$ cat src/rtl/data_bus_ctrl.sv
// data_bus_ctrl: UR408 data-side bus controller, decodes LSU requests to RAM or I/O with wait states.
// Optional I/O timeout with sticky bus_err is built when BUS_TIMEOUT_EN is defined.
module data_bus_ctrl #(
   parameter int          RAM_AW     = 12,
   parameter int          RAM_WAIT   = 1,
   parameter logic [15:0] IO_BASE    = 16'hFF00,
   parameter int          IO_TIMEOUT = 16
) (
   input  logic              clk,
   input  logic              rst,
   input  logic [15:0]       addr,
   input  logic [7:0]        wdata,
   input  logic              read,
   input  logic              write,
   output logic [7:0]        rdata,
   output logic              rdy,
   output logic              ram_ce,
   output logic              ram_we,
   output logic [RAM_AW-1:0] ram_addr,
   output logic [7:0]        ram_wdata,
   input  logic [7:0]        ram_rdata,
   output logic              io_re,
   output logic              io_we,
   output logic [7:0]        io_addr,
   output logic [7:0]        io_wdata,
   input  logic [7:0]        io_rdata,
   input  logic              io_ack,
   input  logic              err_clr,
   output logic              bus_err
);
   typedef enum logic [2:0] {IDLE, RAM_ACC, RAM_WT, IO_ACC, DONE} state_t;
   state_t            r_state;
   logic              r_wr;
   logic [3:0]        r_wait;
   logic [7:0]        r_rdata;
   logic              r_rdy;
   logic              r_ram_ce;
   logic              r_ram_we;
   logic [RAM_AW-1:0] r_ram_addr;
   logic [7:0]        r_ram_wdata;
   logic              r_io_re;
   logic              r_io_we;
   logic [7:0]        r_io_addr;
   logic [7:0]        r_io_wdata;
   logic              w_req;
   logic              w_io;
   logic              w_to;
   assign w_req = read | write;
   assign w_io  = addr >= IO_BASE;
`ifdef BUS_TIMEOUT_EN
   localparam int TW = $clog2(IO_TIMEOUT + 1);
   logic [TW-1:0] r_to_cnt;
   logic          r_bus_err;
   // counter is zero in the first IO_ACC cycle, so a timeout fires in the IO_TIMEOUT-th one
   assign w_to = (r_state == IO_ACC) && !io_ack && (r_to_cnt == TW'(IO_TIMEOUT - 1));
   always_ff @(posedge clk) begin
      if (rst)
         r_to_cnt <= '0;
      else
         r_to_cnt <= (r_state == IO_ACC) ? r_to_cnt + 1'b1 : '0;
   end
   always_ff @(posedge clk) begin
      if (rst)
         r_bus_err <= 1'b0;
      else if (w_to)
         r_bus_err <= 1'b1;
      else if (err_clr)
         r_bus_err <= 1'b0;
   end
   assign bus_err = r_bus_err;
`else
   logic w_unused_err_clr;
   assign w_unused_err_clr = err_clr;
   assign w_to    = 1'b0;
   assign bus_err = 1'b0;
`endif
   always_ff @(posedge clk) begin
      if (rst) begin
         r_state     <= IDLE;
         r_wr        <= 1'b0;
         r_wait      <= '0;
         r_rdata     <= '0;
         r_rdy       <= 1'b0;
         r_ram_ce    <= 1'b0;
         r_ram_we    <= 1'b0;
         r_ram_addr  <= '0;
         r_ram_wdata <= '0;
         r_io_re     <= 1'b0;
         r_io_we     <= 1'b0;
         r_io_addr   <= '0;
         r_io_wdata  <= '0;
      end else begin
         r_rdy <= 1'b0;
         case (r_state)
            IDLE: if (w_req) begin
               r_wr        <= write;
               r_ram_addr  <= addr[RAM_AW-1:0];
               r_ram_wdata <= wdata;
               r_io_addr   <= addr[7:0];
               r_io_wdata  <= wdata;
               if (w_io) begin
                  r_io_we <= write;
                  r_io_re <= !write;
                  r_state <= IO_ACC;
               end else begin
                  r_ram_ce <= 1'b1;
                  r_ram_we <= write;
                  r_state  <= RAM_ACC;
               end
            end
            RAM_ACC: begin
               r_ram_ce <= 1'b0;
               r_ram_we <= 1'b0;
               r_wait   <= 4'(RAM_WAIT - 1);
               r_state  <= RAM_WT;
            end
            RAM_WT: if (r_wait == '0) begin
               if (!r_wr)
                  r_rdata <= ram_rdata;
               r_rdy   <= 1'b1;
               r_state <= DONE;
            end else
               r_wait <= r_wait - 1'b1;
            IO_ACC: if (io_ack || w_to) begin
               if (!r_wr)
                  r_rdata <= io_ack ? io_rdata : 8'hFF;
               r_io_re <= 1'b0;
               r_io_we <= 1'b0;
               r_rdy   <= 1'b1;
               r_state <= DONE;
            end
            DONE:    r_state <= IDLE;
            default: r_state <= IDLE;
         endcase
      end
   end
   assign rdata     = r_rdata;
   assign rdy       = r_rdy;
   assign ram_ce    = r_ram_ce;
   assign ram_we    = r_ram_we;
   assign ram_addr  = r_ram_addr;
   assign ram_wdata = r_ram_wdata;
   assign io_re     = r_io_re;
   assign io_we     = r_io_we;
   assign io_addr   = r_io_addr;
   assign io_wdata  = r_io_wdata;
endmodule

$ cat config.mk
export PLATFORM = sky130hd
export DESIGN_NAME = data_bus_ctrl
export DESIGN_NICKNAME = d
export VERILOG_FILES = /design/src/rtl/data_bus_ctrl.sv
export SDC_FILE = /design/constraint.sdc
export NUM_CORES = 1
export LEC_CHECK = 0
export CORE_MARGIN = 10
export CORE_UTILIZATION = 35
export CTS_CLUSTER_SIZE = 8
export DETAILED_ROUTE_END_ITERATION = 16
export GPL_TIMING_DRIVEN = 1
export PLACE_DENSITY = 0.72
export RECOVER_POWER = 50
export SLEW_MARGIN = 5
export SYNTH_ARGS = -nofsm -noshare
export SYNTH_HDL_FRONTEND = slang
export SYNTH_SLANG_ARGS = --single-unit
$ cat constraint.sdc
create_clock -name clk -period 4.5 [get_ports clk]
set_clock_uncertainty 0.15 [all_clocks]
set_input_delay 0.9 -clock clk [delete_from_list [all_inputs] [get_ports clk]]
set_output_delay 0.9 -clock clk [all_outputs]
set_load 0.02 [all_outputs]
Yosys cells after proc, flatten, opt, wreduce, memory -nomap -nowiden --
Index checks and enable logic that the tools add are counted.
Operators by class: $add $sub $neg 1, $lt $le $gt $ge 1, eq/ne operators 11, mux-type cells 28, bitwise logic cells 1, reduce and logical (&&, ||, !) cells 13
Operator list (number):
- 2-to-1 mux 8 bit | 4
- >= comparator 16 bit (second input constant) | 1
- != test 2 bit (second input constant) | 8
- case mux 8 bit (2 select lines) | 1
- case mux 3 bit (4 select lines) | 1
- 2-to-1 mux 1 bit | 11
- case mux 1 bit (2 select lines) | 5
- 2-to-1 mux 3 bit | 3
- case mux 4 bit (2 select lines) | 1
- nonzero test 2 bit | 4
- equality test 3 x 2 -> 1 bit (second input constant) | 2
- AND reduction 3 bit | 2
- AND reduction 5 bit | 1
- zero test 4 bit | 1
- 2-to-1 mux 4 bit | 1
- AND reduction 2 bit | 2
- AND reduction 4 bit | 1
- subtractor 4 x 1 -> 4 bit (second input constant) | 1
- equality test 3 x 1 -> 1 bit (second input constant) | 1
- zero test 3 bit | 1
- 2-to-1 mux 2 bit | 1
- zero test 1 bit | 1
- bitwise OR 1 bit | 1
Word-level totals: register bits after elaboration 49, bits of input ports 46, output and inout port bits 50, logic and storage cells 67

Logic depth before layout (Yosys ltp) --
Gate-level depths: netlist of run 1.
word-level depth 4, mapped depth 7, gate-level depth less buffers 6

Worst setup path after synthesis of run 1 --
Ideal clock, no wire load.
path kind register to register, from reg r_wait[0], to reg r_rdata[0] (netlist: rdata[0]), setup time 68 ps, data arrival time 1761 ps, data required time 4282 ps, setup slack 2521 ps, cell stages (with the launch flop) 8, buffers on the path 1, period minus slack after synthesis 1979 ps, cells stage by stage dfxtp_1 inv_1 ha_1 or3b_1 o21a_1 or4_4 buf_6 o2bb2ai_2
On the way: cells in the longest elaborated chain, start to end 3
RTL lines:
- start, declared | line 34 | logic [3:0] r_wait;
- start signal, assigned | line 114 | r_wait <= 4'(RAM_WAIT - 1);
- start signal, assigned | line 123 | r_wait <= r_wait - 1'b1;
- zero test 4 bit | line 117 | RAM_WT: if (r_wait == '0) begin
- != test 2 bit (no line)
- AND reduction 5 bit (no line)
- end signal, assigned | line 119 | r_rdata <= ram_rdata;
- end signal, assigned | line 126 | r_rdata <= io_ack ? io_rdata : 8'hFF;
- end, declared | line 35 | logic [7:0] r_rdata;
Every way passes these cells. A chain may end at the register's enable or synchronous reset.

==> results of run 1 <==
-- flip-flops by register name, indices dropped and copies added, names as in the netlist --
| name | flops |
|---|---|
| r_wait | 4 |
| ram_addr | 12 |
| io_we | 1 |
| rdata | 8 |
| r_wr | 1 |
| rdy | 1 |
| r_state | 3 |
| ram_ce | 1 |
| ram_we | 1 |
| io_wdata | 8 |
| io_re | 1 |
-- power breakdown --
part / leakage, nW / internal [mW] / switching, mW / total [mW]
Sequential: 0.336 / 0.403 / 0.0353 / 0.439
Combinational: 0.735 / 0.173 / 0.178 / 0.350
Clock: 0.0585 / 0.181 / 0.123 / 0.303
Total: 1.13 / 0.757 / 0.336 / 1.09
-- per-layer routing --
metal / GRT usage, % / vias up / share of wire, %
met2: 18.9 / 54 / 48
met4: 3.04 / 0 / 0.90
met1: 12.5 / 750 / 41
li1: - / 864 / -
met3: 5.76 / 5 / 9.3
met5: 0 / - / 0
-- synth_stat cells (2+ instances only) --
cell type,number
or4_1,2
ha_1,2
o21ai_0,3
nor3_1,6
a21oi_1,24
o2bb2ai_2,8
o2bb2ai_1,2
dfxtp_1,41
nor2_1,9
nand2_1,49
xnor2_1,4
inv_1,5
nand4_1,2
buf_4,19
mux2i_1,8
clkbuf_1,7
-- cells by family (layout without fill, tap and decap cells) --
group                    count (synthesis)  count (layout)  share of synthesized area (%)
other                                    1               1                          0.197
flip-flops                              41              41                           43.2
XOR/XNOR                                 4               4                           1.84
AND/OR/NAND/NOR                         80              80                           19.7
adder cells (fa/ha/maj)                  2               2                           1.32
AO/OA/AOI/OAI                           46              46                           18.1
buffers and inverters                   34             109                           11.4
multiplexers                             8               8                           4.21
-- worst max-delay path: stages --
cell	delay [ns]
dlygate4sd3_1	0.59
clkbuf_1	0.95
inv_1	0.32
o31a_1	0.36
o2bb2ai_2	0.19
-- cell usage in the layout (no fill, tap or decap), types with 2 or more instances in the layout --
cell / Yosys / routed
dfxtp_1: 41 / 41
nor3_1: 6 / 6
nor2_1: 9 / 9
a21oi_1: 24 / 24
nand4_1: 2 / 2
o21ai_0: 3 / 2
clkbuf_8: 1 / 6
nand2_1: 49 / 49
dlygate4sd3_1: 0 / 16
buf_4: 19 / 2
or4_1: 2 / 2
xnor2_1: 4 / 4
o2bb2ai_1: 2 / 2
ha_1: 2 / 2
clkdlybuf4s50_1: 0 / 77
clkbuf_1: 7 / 2
mux2i_1: 8 / 8
o2bb2ai_2: 8 / 8
inv_1: 5 / 5
-- cell type report --
class | count | share of cell area [%]
flip-flops and latches | 41 | 28.7
well taps | 70 | 3.07
clock buffers | 7 | 3.02
clock inverters | 1 | 1.05
inverters | 5 | 0.657
repair buffers | 96 | 33.2
multi-input cells | 141 | 30.2
-- worst max path at each step --
stage / from / to / slack (ns) / depth (start not counted)
6_report: rst / rdata[0]$_SDFFE_PP0P_ / 1.21 / 5
5_1_grt: rst / rdata[0]$_SDFFE_PP0P_ / 1.04 / 5
4_1_cts: rst / rdata[0]$_SDFFE_PP0P_ / 2.12 / 5
3_5_place_dp: rst / rdata[0]$_SDFFE_PP0P_ / 1.82 / 5
3_3_place_gp: rst / rdata[7]$_SDFFE_PP0P_ / 1.81 / 5
2_1_floorplan: r_wait[0]$_SDFFE_PP0P_ / rdata[0]$_SDFFE_PP0P_ / 2.52 / 7
-- per-stage QoR --
stage	util, %	area [um^2]	worst slack, ns	hold WS (ns)
3_3_place_gp	53.0	2740	1.81	0.292
3_5_place_dp	53.0	2740	1.82	0.301
6_report	55.2	2860	1.21	0.302
2_1_floorplan	-	1900	2.52	0.338
5_1_grt	55.2	2860	1.04	0.320
4_1_cts	55.3	2860	2.12	0.315
==> results.sh, run 1 <==
export IMPL_outcome="complete, no violations"
export IMPL_clk_latency_ns=0.29
export IMPL_powerDensity_nw_per_um2=382
export IMPL_hp_class="reg -> reg"
export IMPL_rrSetupSlack_ns=2.37
export IMPL_synth_area_leader_cell="dfxtp_1"
export IMPL_vias=1673
export IMPL_place_congestion=0.794
export IMPL_dr_pass1_iters=4
export IMPL_ys_ff_latch=41
export IMPL_async_reset_ff_share_pct=0
export IMPL_cts_max_level=2
export IMPL_fmax_mhz=304
export IMPL_crit_required_ns=4.53
export IMPL_post_cts_buffers=0
export IMPL_drtIter0Drc=74
export IMPL_min_from="ram_ce$_SDFFE_PP0P_"
export IMPL_worstPathArrival_ns=3.32
export IMPL_ys_seq_area_share_pct=43.2
export IMPL_finalCriticalPeriod_ns=3.29
export IMPL_rsz0062_at_grt="false"
export IMPL_multi_input_area_um2=863
export IMPL_dp_hpwl_mm=3.99
export IMPL_die_w_um=93.7
export IMPL_initial_core_util_pct=36.8
export IMPL_nets=338
export IMPL_wl_per_cell_um=14.4
export IMPL_maxSlewHeadroom_pct=15.3
export IMPL_power_leakage_nw=1.13
export IMPL_cts_tree="yes"
export IMPL_route_detailed_drc=0
export IMPL_tightestPinTransition_ns=1.27
export IMPL_cap_violations=0
export IMPL_cts_root_buf="clkbuf_8"
export IMPL_rr_startpoint="r_wait[0]$_SDFFE_PP0P_"
export IMPL_cts_hold_buf=0
export IMPL_clk_pin_slew_worst_paths_ns=0.07
export IMPL_cts_buffers=5
export IMPL_final_cells=361
export IMPL_seq_area_um2=821
export IMPL_maxSlewViolCount=0
export IMPL_power_mw=1.09
export IMPL_drive_above_1_share_pct=7.22
export IMPL_die_y_um=93.7
export IMPL_grt_overflow_total=0
export IMPL_antenna_cells=0
export IMPL_grt_pass1_wl_mm=8.11
export IMPL_cts_buffer_depth=2
export IMPL_hold_viol_final=0
export IMPL_fin_crit_sh_pct=73.1
export IMPL_syn2layout_area_growth_pct=50.2
export IMPL_rows=26
export IMPL_fillers=491
export IMPL_synth_area_leaders="dfxtp_1 (43%), nand2_1 (9.7%), buf_4 (7.5%)"
export IMPL_peakVddDrop_mv=0.163
export IMPL_postRouteAntennaNets=0
export IMPL_grt_max_degree=29
export IMPL_synth_nets=264
export IMPL_syn_area_per_cell_um2=8.80
export IMPL_dpl_cell_count=353
export IMPL_synth_top_area_share_pct=43.2
export IMPL_netlist_instances=216
export IMPL_worstSetupEndpointType="flip-flop"
export IMPL_port_buffers=93
export IMPL_rr_endpoint="rdata[0]$_SDFFE_PP0P_"
export IMPL_synth_area_um2=1900
export IMPL_setup_violations=0
export IMPL_synth_flop_cell="dfxtp_1"
export IMPL_groute_usage_overall_pct=11.4
export IMPL_rr_worst_depth=6
export IMPL_whs_path_depth=2
export IMPL_yosysWarnings=0
export IMPL_fin_tns_setup_ns=0
export IMPL_synth_cell_type_count=41
export IMPL_ios=96
export IMPL_antenna_found_initial=0
export IMPL_grt_pass1_vias=1706
export IMPL_worstPathMaxFanout=28
export IMPL_synth_edf_count=0
export IMPL_start_kind="primary input"
export IMPL_cts_sinks=41
export IMPL_path_class="in -> reg"
export IMPL_vias_per_cell=4.63
export IMPL_die_area_um2=8780
export IMPL_hold_path_end="ram_ce$_SDFFE_PP0P_"
export IMPL_core_um2=5170
export IMPL_post_cts_resized=0
export IMPL_wl_mm=5.21
Power figures use the tool's default switching activity.
==> run 2, diff against run 1 <==
Clock period 4.5 ns to 3.4 ns, I/O delays scaled along.
==> run 2 against run 1 <==
  * Combinational power grew 31%
  * Register-to-register slack lost 1.1 ns
  * Clock power grew 35%
  * Worst setup slack lost 0.045 ns
  * Hold slack gained 0.0018 ns
  * Critical path depth grew 1
  * Core utilization grew 0.072 points
  * Count of clock-buffer cells in the layout is the same
  * Die area is the same
  * First-iteration DRC count grew 27%
  * Total power grew 32%
  * Via count is essentially flat
  * Critical path type unchanged
  * Critical endpoint is now io_wdata[7]$_SDFFE_PP0P_
==> results.sh, run 2 (same netlist as run 1, synthesis figures left out) <==
export IMPL_hp_class="reg -> reg"
export IMPL_die_area_um2=8780
export IMPL_hold_viol_final=0
export IMPL_path_class="in -> reg"
export IMPL_setup_violations=0
export IMPL_ios=96
export IMPL_grt_overflow_total=0
export IMPL_start_kind="primary input"
export IMPL_postRouteAntennaNets=0
export IMPL_worstPathCellList="dlygate4sd3_1 > nor2_1 > nor2b_1 > buf_4 > nand2_1 > a21oi_1"
export IMPL_port_buffers=93
export IMPL_powerDensity_nw_per_um2=505
export IMPL_rr_worst_depth=6
export IMPL_worstPathArrival_ns=2.31
export IMPL_post_cts_resized=0
export IMPL_grt_pass1_wl_mm=8.34
export IMPL_wl_per_cell_um=14.6
export IMPL_hold_worst_slack_ns=0.304
export IMPL_tightestPinTransition_ns=0.568
export IMPL_vias_per_cell=4.64
export IMPL_fin_util_pct=55.3
export IMPL_die_w_um=93.7
export IMPL_rr_endpoint="rdata[5]$_SDFFE_PP0P_"
export IMPL_worstSetupEndpointType="flip-flop"
export IMPL_route_detailed_drc=0
export IMPL_drive_above_1_share_pct=7.56
export IMPL_fmax_mhz=447
export IMPL_rsz0062_at_grt="false"
export IMPL_crit_path_end="io_wdata[7]$_SDFFE_PP0P_"
export IMPL_cts_hold_buf=0
export IMPL_cts_buffers=5
export IMPL_groute_usage_overall_pct=11.6
export IMPL_finalCriticalPeriod_ns=2.24
export IMPL_maxSlewViolCount=0
export IMPL_cts_buffer_depth=2
export IMPL_slowest_stage="dlygate4sd3_1"
export IMPL_cts_root_buf="clkbuf_8"
export IMPL_fin_crit_sh_pct=65.8
export IMPL_cts_max_level=2
export IMPL_rr_startpoint="r_wait[0]$_SDFFE_PP0P_"
export IMPL_dr_pass1_iters=4
export IMPL_peakVddDrop_mv=0.215
export IMPL_rrSetupSlack_ns=1.27
export IMPL_max_stage_delay_ns=0.67
export IMPL_outcome="complete, no violations"
export IMPL_place_ws_ns=0.915
export IMPL_fillers=477
export IMPL_antenna_found_initial=0
export IMPL_core_um2=5170
export IMPL_multi_input_area_um2=863
export IMPL_antenna_cells=0
export IMPL_syn2layout_area_growth_pct=50.4
export IMPL_worstPathMaxFanout=16
export IMPL_final_common_cell="clkdlybuf4s50_1"
export IMPL_fin_tns_setup_ns=0
export IMPL_seq_area_um2=821
export IMPL_power_mw=1.45
export IMPL_cap_violations=0
export IMPL_crit_required_ns=3.48
export IMPL_vias=1674
export IMPL_nets=338
export IMPL_post_cts_buffers=0
export IMPL_maxSlewHeadroom_pct=62.0
export IMPL_die_y_um=93.7
export IMPL_grt_pass1_vias=1749
export IMPL_wl_mm=5.26
export IMPL_place_congestion=0.775
export IMPL_rows=26
export IMPL_initial_core_util_pct=36.8
export IMPL_cts_sinks=41
export IMPL_clk_pin_slew_worst_paths_ns=0.08
export IMPL_clk_latency_ns=0.29
export IMPL_grt_max_degree=28
export IMPL_power_leakage_nw=1.18
export IMPL_largest_register_ff_count=12
export IMPL_drtIter0Drc=94
export IMPL_cts_tree="yes"
export IMPL_setup_slack_ns=1.16
export IMPL_crit_start="write"
export IMPL_whs_path_depth=2
export IMPL_layout_common_cells="clkdlybuf4s50_1 (60), nand2_1 (49), dfxtp_1 (41), dlygate4sd3_1 (33), a21oi_1 (24)"
export IMPL_dp_hpwl_mm=4.02
run 2: cell count changes in the layout (fill, tap and decap cells not counted):
cell             previous run  this run
buf_4                       2         3
dlygate4sd3_1              16        33
and2_1                      1         0
and2_0                      0         1
clkbuf_1                    2         1
clkdlybuf4s50_1            77        60
run 2: area by class of cell:
class	count	share of cell area, %
Inverter	5	0.656
Clock inverter	1	1.05
Multi-Input combinational cell	141	30.2
Tap cell	70	3.06
Sequential cell	41	28.7
Timing Repair Buffer	96	33.3
Clock buffer	7	3.02
run 2: worst min-delay path by stage:
stage,to,startpoint
final,ram_addr[10]$_SDFFE_PP0P_,ram_addr[10]$_SDFFE_PP0P_
after global routing,ram_addr[10]$_SDFFE_PP0P_,ram_addr[10]$_SDFFE_PP0P_
after CTS,ram_addr[9]$_SDFFE_PP0P_,ram_addr[9]$_SDFFE_PP0P_
after detailed placement,ram_addr[9]$_SDFFE_PP0P_,ram_addr[9]$_SDFFE_PP0P_
after global placement,ram_addr[8]$_SDFFE_PP0P_,ram_addr[8]$_SDFFE_PP0P_
after floorplan,r_wr$_SDFFE_PP0P_,r_wr$_SDFFE_PP0P_
run 2: per-stage QoR:
step                      cells  cell area, um^2
after detailed placement    353             2740
final                       361             2860
after floorplan             216             1900
after global routing        361             2860
after global placement      353             2740
after CTS                   361             2860
run 2: critical path, delay by kind of cell:
kind	cells	cell delay [ns]
compound gates	1	0.12
buf+inv	2	0.97
simple gates	3	0.54
run 2: layer usage:
layer | track usage, % | wire (um) | vias to the layer above
met5 | 0 | 0 | -
met4 | 3.16 | 63 | 0
met3 | 6.00 | 513 | 8
met2 | 19.1 | 2490 | 56
met1 | 12.9 | 2190 | 746
li1 | - | - | 864
run 2: power breakdown:
part           leakage (nW)  switching (mW)  internal [mW]  total, mW
combinational         0.782           0.238          0.222      0.460
sequential            0.336          0.0448          0.534      0.578
clock                0.0585           0.168          0.239      0.408
